===== config.mk =====
export PLATFORM = sky130hd
export DESIGN_NAME = uart_tx_arbiter
export DESIGN_NICKNAME = d
export VERILOG_FILES = /design/src/rtl/uart_tx_arbiter.sv
export SDC_FILE = /design/constraint.sdc
export NUM_CORES = 1
export LEC_CHECK = 0
export CORE_UTILIZATION = 37
export DETAILED_ROUTE_END_ITERATION = 8
export GPL_TIMING_DRIVEN = 0
export PLACE_DENSITY_LB_ADDON = 0.25
export SLEW_MARGIN = 20
export SYNTH_ARGS = -nofsm -noshare
export SYNTH_HDL_FRONTEND = slang
export SYNTH_SLANG_ARGS = --single-unit

===== constraint.sdc =====
create_clock -name clk -period 1.8 [get_ports clk]
set_input_delay 0.45 -clock clk [delete_from_list [all_inputs] [get_ports clk]]
set_output_delay 0.45 -clock clk [all_outputs]
set_load 0.01 [all_outputs]

===== src/rtl/uart_tx_arbiter.sv =====
// Round-robin arbiter that lets NUM_REQ requesters take turns on one UART transmitter.
// Latency: req_ready is combinational in IDLE; send_request rises one cycle after the grant edge.
// Backpressure: no grant while busy, while tx_busy is high, or before the current frame returns to IDLE.
module uart_tx_arbiter #(
  parameter int NUM_REQ        = 4,
  parameter int DATA_BITS      = 8,
  parameter int LAUNCH_TIMEOUT = 16
) (
  input  logic                          clk,
  input  logic                          resetn,
  input  logic [NUM_REQ-1:0]            req_valid,
  input  logic [NUM_REQ*DATA_BITS-1:0]  req_data,
  output logic [NUM_REQ-1:0]            req_ready,
  output logic [DATA_BITS-1:0]          tx_data,
  output logic                          send_request,
  input  logic                          tx_busy,
  input  logic                          tx_done,
  output logic [$clog2(NUM_REQ)-1:0]    grant_id,
  output logic                          arb_busy,
  output logic                          timeout_err
);

  localparam int GW = $clog2(NUM_REQ);
  localparam int CW = $clog2(LAUNCH_TIMEOUT + 1);

  typedef enum logic [1:0] {
    S_IDLE      = 2'd0,
    S_LAUNCH    = 2'd1,
    S_WAIT_DONE = 2'd2
  } state_t;

  state_t          state;
  state_t          state_nxt;
  logic [GW-1:0]   last_grant;
  logic [CW-1:0]   to_cnt;
  logic [GW-1:0]   winner;
  logic [GW-1:0]   rr_idx;
  logic            found;
  logic            grant;
  logic            to_hit;

  // Round-robin search starting one past the last granted requester, wrapping.
  always_comb begin
    winner = '0;
    found  = 1'b0;
    rr_idx = '0;
    for (int k = 1; k <= NUM_REQ; k++) begin
      rr_idx = GW'((int'(last_grant) + k) % NUM_REQ);
      if (!found && req_valid[rr_idx]) begin
        found  = 1'b1;
        winner = rr_idx;
      end
    end
  end

  // Grant only from IDLE with the transmitter free; ready is held low throughout reset.
  always_comb begin
    grant     = (state == S_IDLE) && !tx_busy && found;
    req_ready = '0;
    if (grant && resetn) begin
      req_ready = NUM_REQ'(1) << winner;
    end
  end

  // Launch window expires on the last permitted LAUNCH cycle with no response from the UART.
  always_comb begin
    to_hit = (state == S_LAUNCH) && !tx_done && !tx_busy &&
             (to_cnt == CW'(LAUNCH_TIMEOUT - 1));
  end

  // State register.
  always_ff @(posedge clk or negedge resetn) begin
    if (!resetn) begin
      state <= S_IDLE;
    end else begin
      state <= state_nxt;
    end
  end

  // Next-state logic; tx_done in LAUNCH wins over tx_busy so a short frame is not missed.
  always_comb begin
    state_nxt = state;
    case (state)
      S_IDLE: begin
        if (grant) state_nxt = S_LAUNCH;
      end
      S_LAUNCH: begin
        if (tx_done)      state_nxt = S_IDLE;
        else if (tx_busy) state_nxt = S_WAIT_DONE;
        else if (to_hit)  state_nxt = S_IDLE;
      end
      S_WAIT_DONE: begin
        if (tx_done) state_nxt = S_IDLE;
      end
      default: state_nxt = S_IDLE;
    endcase
  end

  // State-decoded outputs.
  always_comb begin
    send_request = (state == S_LAUNCH);
    arb_busy     = (state != S_IDLE);
  end

  // Grant capture, launch timer and sticky timeout flag.
  always_ff @(posedge clk or negedge resetn) begin
    if (!resetn) begin
      tx_data     <= '0;
      grant_id    <= '0;
      last_grant  <= GW'(NUM_REQ - 1);
      to_cnt      <= '0;
      timeout_err <= 1'b0;
    end else begin
      if (grant) begin
        tx_data    <= req_data[winner*DATA_BITS +: DATA_BITS];
        grant_id   <= winner;
        last_grant <= winner;
        to_cnt     <= '0;
      end else if (state == S_LAUNCH) begin
        to_cnt <= to_cnt + CW'(1);
      end
      if (to_hit) begin
        timeout_err <= 1'b1;
      end
    end
  end

endmodule


# == Word-level counts from Yosys, hierarchy flattened ==
# Cells that the tools add are included.
# word_totals
reg_bits,20
input_bits,40
output_inout_bits,17
wordCells,66
# classes
addsub,5
n_lt_le_gt_ge,4
eq_ne,6
shifts,2
muxes,25
n_reduce_logical,18
# ops
cell,n
$shiftx 32x6->8,1
$mux 2,9
$lt 2x3->1 const B,4
$mux 5,2
$logic_and 1x1->1,9
$bmux 1 s2,4
$mux 1,8
$pmux 2 s3,1
$add 5x1->5 const B,1
$eq 5x4->1 const B,1
$logic_not 1->1,5
$add 2x1->2 const B,2
$add 2x2->2 const B,2
$mux 4,1
$ne 2x2->1 const B,2
$ne 4x1->1 const B,1
$reduce_bool 2->1,2
$shl 1x2->4 const A,1
$reduce_and 3->1,1
$eq 2x1->1 const B,1
$eq 2x2->1 const B,1
$logic_not 2->1,1

# == Longest topological paths before layout ==
# Gate-level depths: netlist of the first run.
# logic_depth
ltp_word,16
ltp_mapped,7
depth_no_buf,5

# == Worst setup path before layout of the first run ==
# No wires, ideal clock.
# synth_timing
kind,reg2out
start,reg last_grant[1]
end,out req_ready[3]
arrival_time_ns,1.524
required_ns,1.350
path_slack_ns,-0.174
stages_incl_launch_ff,8
cell_sequence,dfstp_2 buf_2 nand2_1 o2bb2ai_2 nor2_8 buf_12 nand3_1 nor2b_1
# synth_via
elab_chain_len,16
elab_cells_between_ends,30
classes_between,4 x add/sub; 1 x shift; 17 x mux; 8 x reduce/logical
# synth_rtl
element,line,source
start: declaration,34,logic [GW-1:0] last_grant;
start signal: assignment,110,last_grant <= GW'(NUM_REQ - 1);
start signal: assignment,117,last_grant <= winner;
$add 2x1->2,48,rr_idx = GW'((int'(last_grant) + k) % NUM_REQ);
$bmux 1 s2,49,if (!found && req_valid[rr_idx]) begin
$mux 1 (implied by the code),49,
$mux 1,49,
$logic_not 1->1,49,
$logic_and 1x1->1,49,
$mux 1,49,
$logic_not 1->1,49,
$logic_and 1x1->1,49,
$mux 1,49,
$logic_not 1->1,49,
$logic_and 1x1->1,49,
$mux 1,49,
$logic_and 1x1->1,58,grant = (state == S_IDLE) && !tx_busy && found;
$logic_and 1x1->1,60,if (grant && resetn) begin
$mux 4 *,60,
end: declaration,13,"output logic [NUM_REQ-1:0] req_ready,"
# Every way passes the cells marked *; elsewhere a longest branch is shown, timed or not. The select of a mux whose other input is x is not followed.

# == Worst setup path in the final report of the first run ==
# layout_timing
start,reg last_grant[1]
end,out req_ready[0]
# The elaborated chain is that of the path after synthesis.

==> results.yml, run 1 <==
power:
  powerDensity_nw_per_um2: 1230
  p_comb_share_pct: 56.1
  internal_power_mw: 1.66
  power_frac_seq_pct: 29.2
  netSwitchingFraction_pct: 35.5
  peakVddDrop_v: 0.000686
  switchingPower_uw: 913
  pwr-share-clk_pct: 14.7
  leakage_nw: 0.920
synthesis:
  syn_area_per_cell_um2: 10.5
  synth.yosys.seq_area_share_pct: 41.6
  synth.area.top_cells: "dfrtp_1 37%, mux2i_1 15%, nand2_1 5.6%"
  netlist.top_cell.by_area: "dfrtp_1"
  synth_nets: 157
  netlist_instances: 115
  synth_seq_cells: 20
  netlist.area_leader.share_pct: 37.3
  mappedNetlistArea_um2: 1210
  ys_types: 37
  yosysWarnings: 0
floorplan:
  num_rows: 20
  die_area_um2: 3500
  fp.coreArea_um2: 3080
  die_h_um: 59.2
  dieWidth_um: 59.2
  start_util_pct: 39.3
  ios: 57
drt:
  route.vias.total: 1142
  remaining_drc_errors: 0
  routed_wl_um: 3620
  drtAntennaViolNets: 0
  dr.pass1.iters: 4
  drt-wirelength-per-cell_um: 15.8
  drt_iter0_drc: 41
  vias_per_cell: 4.99
cts:
  ctsHtreeMaxLevel: 1
  cts_root_buffer: "clkbuf_4"
  clock_path_buffers: 2
  cts_buffers: 3
  clk_pin_slew_ps: 120
  insertion_delay_ps: 310
  clock_sinks: 20
  cts_tree: "yes"
timing:
  period_share_pct: 123
  timing.hold.ws_ps: 217
  final-hold-violation-count: 0
  setup_viol_count_final: 13
  fin_skew_ps: 2.14
  min_period_ps: 2220
  relSlewSlack_pct: 60.2
  slew_viol_final: 0
  worstMarginPinSlew_ps: 597
  rsz0062_at_grt: "yes"
  fmax_mhz: 450
  fin_ws_ps: -421
critical_path:
  startpoint_type: "flip-flop"
  critPathSlowestCell: "dfstp_2"
  end_kind: "output port"
  cp_cell_sequence: "buf_6, mux2i_1, o22a_1, o21ai_2, buf_4, nor2_1, buf_2"
  worst-path-max-fanout: 7
  crit_type: "flip-flop to output port"
  crit_required_ps: 1350
  critPathArrivalTime_ps: 1770
  critical_path.max_stage_delay_ps: 550
status:
  outcome: "complete, but fails checks"
  violations: "setup timing"
global_route:
  grt_pass1_vias: 1179
  grt_first_pass_wirelength_um: 5710
  grt-ovfl-total: 0
  grt_usage_pct: 22.6
  grt_max_degree: 23
  antenna_found_initial: 0
layout:
  diodes: 0
  drive_above_1_share_pct: 28.6
  syn_to_final_growth_pct: 73.5
  fin_cells: 229
  fin_util_pct: 68.1
  finalNetCount: 228
  nFillCells: 259
place:
  routabilityCongestion: 0.809
  portBuffers: 56
  dpl.hpwl_um: 2460
  numPlacedInstances: 215
flow_run:
  maxCapViolations: 0
worst_hold_path:
  hold_path.class: "primary input to asynchronous set/reset pin"
-- cell usage in the layout (no fill, tap or decap), drive strengths merged, types with 3 or more instances in the layout --
master	synthesis	final
o21ai	3	3
clkbuf	1	3
clkdlybuf4s50	0	44
mux2i	18	18
o221ai	8	8
nand2	18	18
nor2	10	10
buf	5	20
nand2b	3	3
dfrtp	18	18
nor2b	6	6
dlygate4sd2	0	6
-- kinds of logic after synthesis --
logic type / after synthesis / synth area share (%)
muxes: 18 / 14.9
xor gates and xnor gates: 3 / 2.17
adders and majority gates: 2 / 2.07
buffers and inverters: 7 / 3.93
AOI/OAI and AO/OA: 20 / 15.5
and+or+nand+nor: 45 / 19.8
DFF: 20 / 41.6
-- synthesized netlist by cell type (all sizes together) --
master	number
ha	2
nand2b	3
nor2	10
a21oi	1
o221ai	8
dfstp	2
o211ai	1
or3	1
and3	1
o2bb2ai	1
a31o	1
xnor2	1
a21boi	1
o21a	2
or2	1
a211oi	1
nand3	2
nor2b	6
nand4	1
nand2	18
dfrtp	18
mux2i	18
o22a	1
o21ai	3
nor4	1
xor2	2
clkbuf	1
inv	1
buf	5
nor3	1
-- sequential cells by signal (all words and copies together) (netlist names) --
name,count
state,2
last_grant,2
grant_id,2
tx_data,8
to_cnt,5
timeout_err,1
-- stage by stage --
stage | worst slack, ps | total power, mW | instance area, µm² | setup TNS, ps
finish | -421 | 2.57 | 2100 | -2150
global route | -523 | 2.72 | 2100 | -3400
CTS | -435 | 2.57 | 2090 | -2320
detailed placement | -1350 | 1.98 | 1900 | -13130
global placement | -1280 | 1.94 | 1900 | -11700
floorplan | -14.2 | 1.48 | 1280 | -14.2
-- final timing paths --
check / start / endpoint / slack, ps / cells after the start
min: resetn / state[0] / 220 / 1
min reg2reg: timeout_err / timeout_err / 490 / 1
max in group asynchronous: resetn / tx_data[3] / 1200 / 1
max: last_grant[1] / req_ready[0] / -420 / 7
max reg2reg: last_grant[1] / tx_data[2] / -90 / 9
min in group clk: timeout_err / timeout_err / 490 / 1
-- area by class of cell --
class | count | area, µm² | share of cell area, %
inverter | 1 | 3.75 | 0.179
multi-input combinational | 88 | 779 | 37.2
tap | 44 | 55.1 | 2.63
clock inverter | 1 | 30.0 | 1.43
timing repair buffer | 66 | 637 | 30.4
sequential | 20 | 503 | 24.0
clock buffer | 3 | 22.5 | 1.07
buffer | 6 | 66.3 | 3.16
-- power groups by stage --
stage	combinational, mW	sequential, mW	clock, mW
after floorplan	0.691	0.792	0
after global placement	1.19	0.744	0
after detailed placement	1.23	0.755	0
after CTS	1.43	0.747	0.385
after global routing	1.54	0.771	0.412
final	1.44	0.749	0.378
-- metal layers --
layer	track usage, %	share of wire [%]	vias to the layer above
met5	0	0	-
met4	8.16	1.4	0
met3	2.84	2.6	6
met2	40.1	55	25
met1	28.0	41	559
li1	-	-	552
-- critical path, delay by kind of cell, from the launching register on --
family | cells | cell delay [ps]
AND/OR/NAND/NOR | 1 | 70
multiplexers | 1 | 190
AO/OA/AOI/OAI | 2 | 250
flip-flops | 1 | 550
buffers and inverters | 3 | 400
-- timing repair --
item                       4_1_cts  5_1_grt
cloned                           1        0
pin swaps                       11        7
setup endpoints to repair       17       15
gates resized for setup         47        1
setup buffers                    8        1
hold buffers                     0        0
(Power assumes the default switching activity.)
==> run 2, diff against run 1 <==
- ABC_CLOCK_PERIOD_IN_PS: default -> 1800
- MAX_ROUTING_LAYER: default -> met4
==> run 2 against run 1 <==
Net effect: the flow still finishes with violations (setup timing); sequential share of layout area unchanged; via count increased by 0.88%; global-route usage increased by 0.68 points; clock skew increased by 3.9 ps; first-iteration DRC count decreased by 22%; non-clock buffer count unchanged; final area unchanged; maximum frequency increased by 0.25%; clock power about the same; setup slack improved by 5.5 ps; worst hold slack got worse by 3.0 ps; die area unchanged; critical endpoint unchanged; largest power group unchanged.
==> results.yml, run 2 (synthesis results as in run 1) <==
layout:
  multi_input_area_um2: 779
  regArea_um2: 503
  fin_cells: 229
  fin_util_pct: 68.1
  design_area_um2: 2100
  reg_top3: "tx_data: 8 flops, to_cnt: 5 flops"
  largest_reg_flops: 8
  regMostFlops: "tx_data"
  final_cell_mix: "44 x clkdlybuf4s50_1, 18 x mux2i_1, 18 x dfrtp_1"
  nFillCells: 259
  layout_commonest_cell: "clkdlybuf4s50_1"
  syn_to_final_growth_pct: 73.5
  drive_above_1_share_pct: 28.6
  finalNetCount: 228
  diodes: 0
power:
  peakVddDrop_v: 0.000693
  totalPowerFinal_mw: 2.57
  leakage_nw: 0.920
  powerDensity_nw_per_um2: 1230
status:
  violations: "setup timing"
  outcome: "complete, but fails checks"
cts:
  cts_buffers: 3
  cts_tree: "yes"
  cts_root_buffer: "clkbuf_4"
  insertion_delay_ps: 310
  ctsHoldBuffers: 0
  clk_pin_slew_ps: 130
  ctsHtreeMaxLevel: 1
  clock_sinks: 20
  clock_path_buffers: 2
critical_path:
  crit_type: "flip-flop to output port"
  critPathArrivalTime_ps: 1770
  critPathSlowestCell: "dfstp_2"
  end_kind: "output port"
  cp_top_family: "flip-flops"
  startpoint_type: "flip-flop"
  critical_path.max_stage_delay_ps: 550
  cp.buffers_inverters: 3
  crit_required_ps: 1350
  worst-path-max-fanout: 7
  cp_cell_sequence: "buf_6, mux2i_1, o22a_1, o21ai_2, buf_4, nor2_1, buf_2"
global_route:
  grt_first_pass_wirelength_um: 5710
  grt_use_met2_pct: 40.3
  grt_usage_pct: 23.2
  grt-ovfl-total: 0
  grt_pass1_vias: 1180
  grt_max_degree: 23
  antenna_found_initial: 0
  met1_usage_pct: 27.8
  grt-busiest-layer: "met2"
  gr-usage-met3_pct: 2.84
place:
  routabilityCongestion: 0.821
  dp_slack_ps: -1350
  numPlacedInstances: 215
  dpl.hpwl_um: 2460
  placed_area_um2: 1900
  portBuffers: 56
drt:
  vias_per_cell: 5.03
  drt-wirelength-per-cell_um: 15.8
  routed_wl_um: 3620
  route.vias.total: 1152
  drtAntennaViolNets: 0
  remaining_drc_errors: 0
  drt_iter0_drc: 32
  dr.pass1.iters: 4
timing:
  rsz0062_at_grt: "yes"
  slew_viol_final: 0
  fmax_mhz: 451
  timing.hold.ws_ps: 214
  min_period_ps: 2220
  setup_viol_count_final: 13
  final-hold-violation-count: 0
  fin_ws_ps: -416
  setup-tns-final_ps: -2060
  worstMarginPinSlew_ps: 587
  period_share_pct: 123
  relSlewSlack_pct: 60.9
  fin_skew_ps: 6.07
floorplan:
  fp.coreArea_um2: 3080
  num_rows: 20
  die_h_um: 59.2
  dieWidth_um: 59.2
  start_util_pct: 39.3
  ios: 57
  die_area_um2: 3500
worst_hold_path:
  hold_path.class: "primary input to asynchronous set/reset pin"
flow_run:
  maxCapViolations: 0
==> run 2: path summary, 6_finish.rpt <==
kind	startpoint	end	slack, ps	cells after the start
hold / removal	resetn	tx_data[5]	210	1
min in group clk	timeout_err	timeout_err	490	1
setup reg to reg	last_grant[1]	tx_data[2]	-80	9
setup / recovery	last_grant[1]	req_ready[0]	-420	7
max in group asynchronous	resetn	last_grant[1]	1200	1
hold reg to reg	timeout_err	timeout_err	490	1
==> run 2: timing repair <==
action | CTS | global route
resized for setup | 47 | 1
gates cloned | 1 | 0
pin swaps | 11 | 7
setup endpoints to repair | 17 | 15
setup buffers | 8 | 1
==> run 2: metal layers <==
layer  wire (µm)  share of wire [%]  vias to the layer above
met4          48                1.3                        0
met2        2000                 55                       27
li1            -                  -                      552
met1        1470                 41                      567
met3          95                2.6                        6
met5           0                  0                        -
==> run 2: report_power, final <==
group / leakage (nW) / internal (mW) / switching (mW)
registers: 0.250 / 0.631 / 0.120
clock network: 0.0279 / 0.225 / 0.153
logic: 0.642 / 0.800 / 0.642
==> run 2: layout make-up <==
class                   instances  share of cell area [%]
flip-flops and latches         20                    24.0
clock buffers                   3                    1.07
well taps                      44                    2.63
plain buffers                   6                    3.16
clock inverters                 1                    1.43
multi-input cells              88                    37.2
inverters                       1                   0.179
repair buffers                 66                    30.4
==> run 3, diff against run 2 <==
- CORE_MARGIN: default -> 1
==> results of run 3 <==
No change in the layout: final DEF, timing and power equal those of run 2.
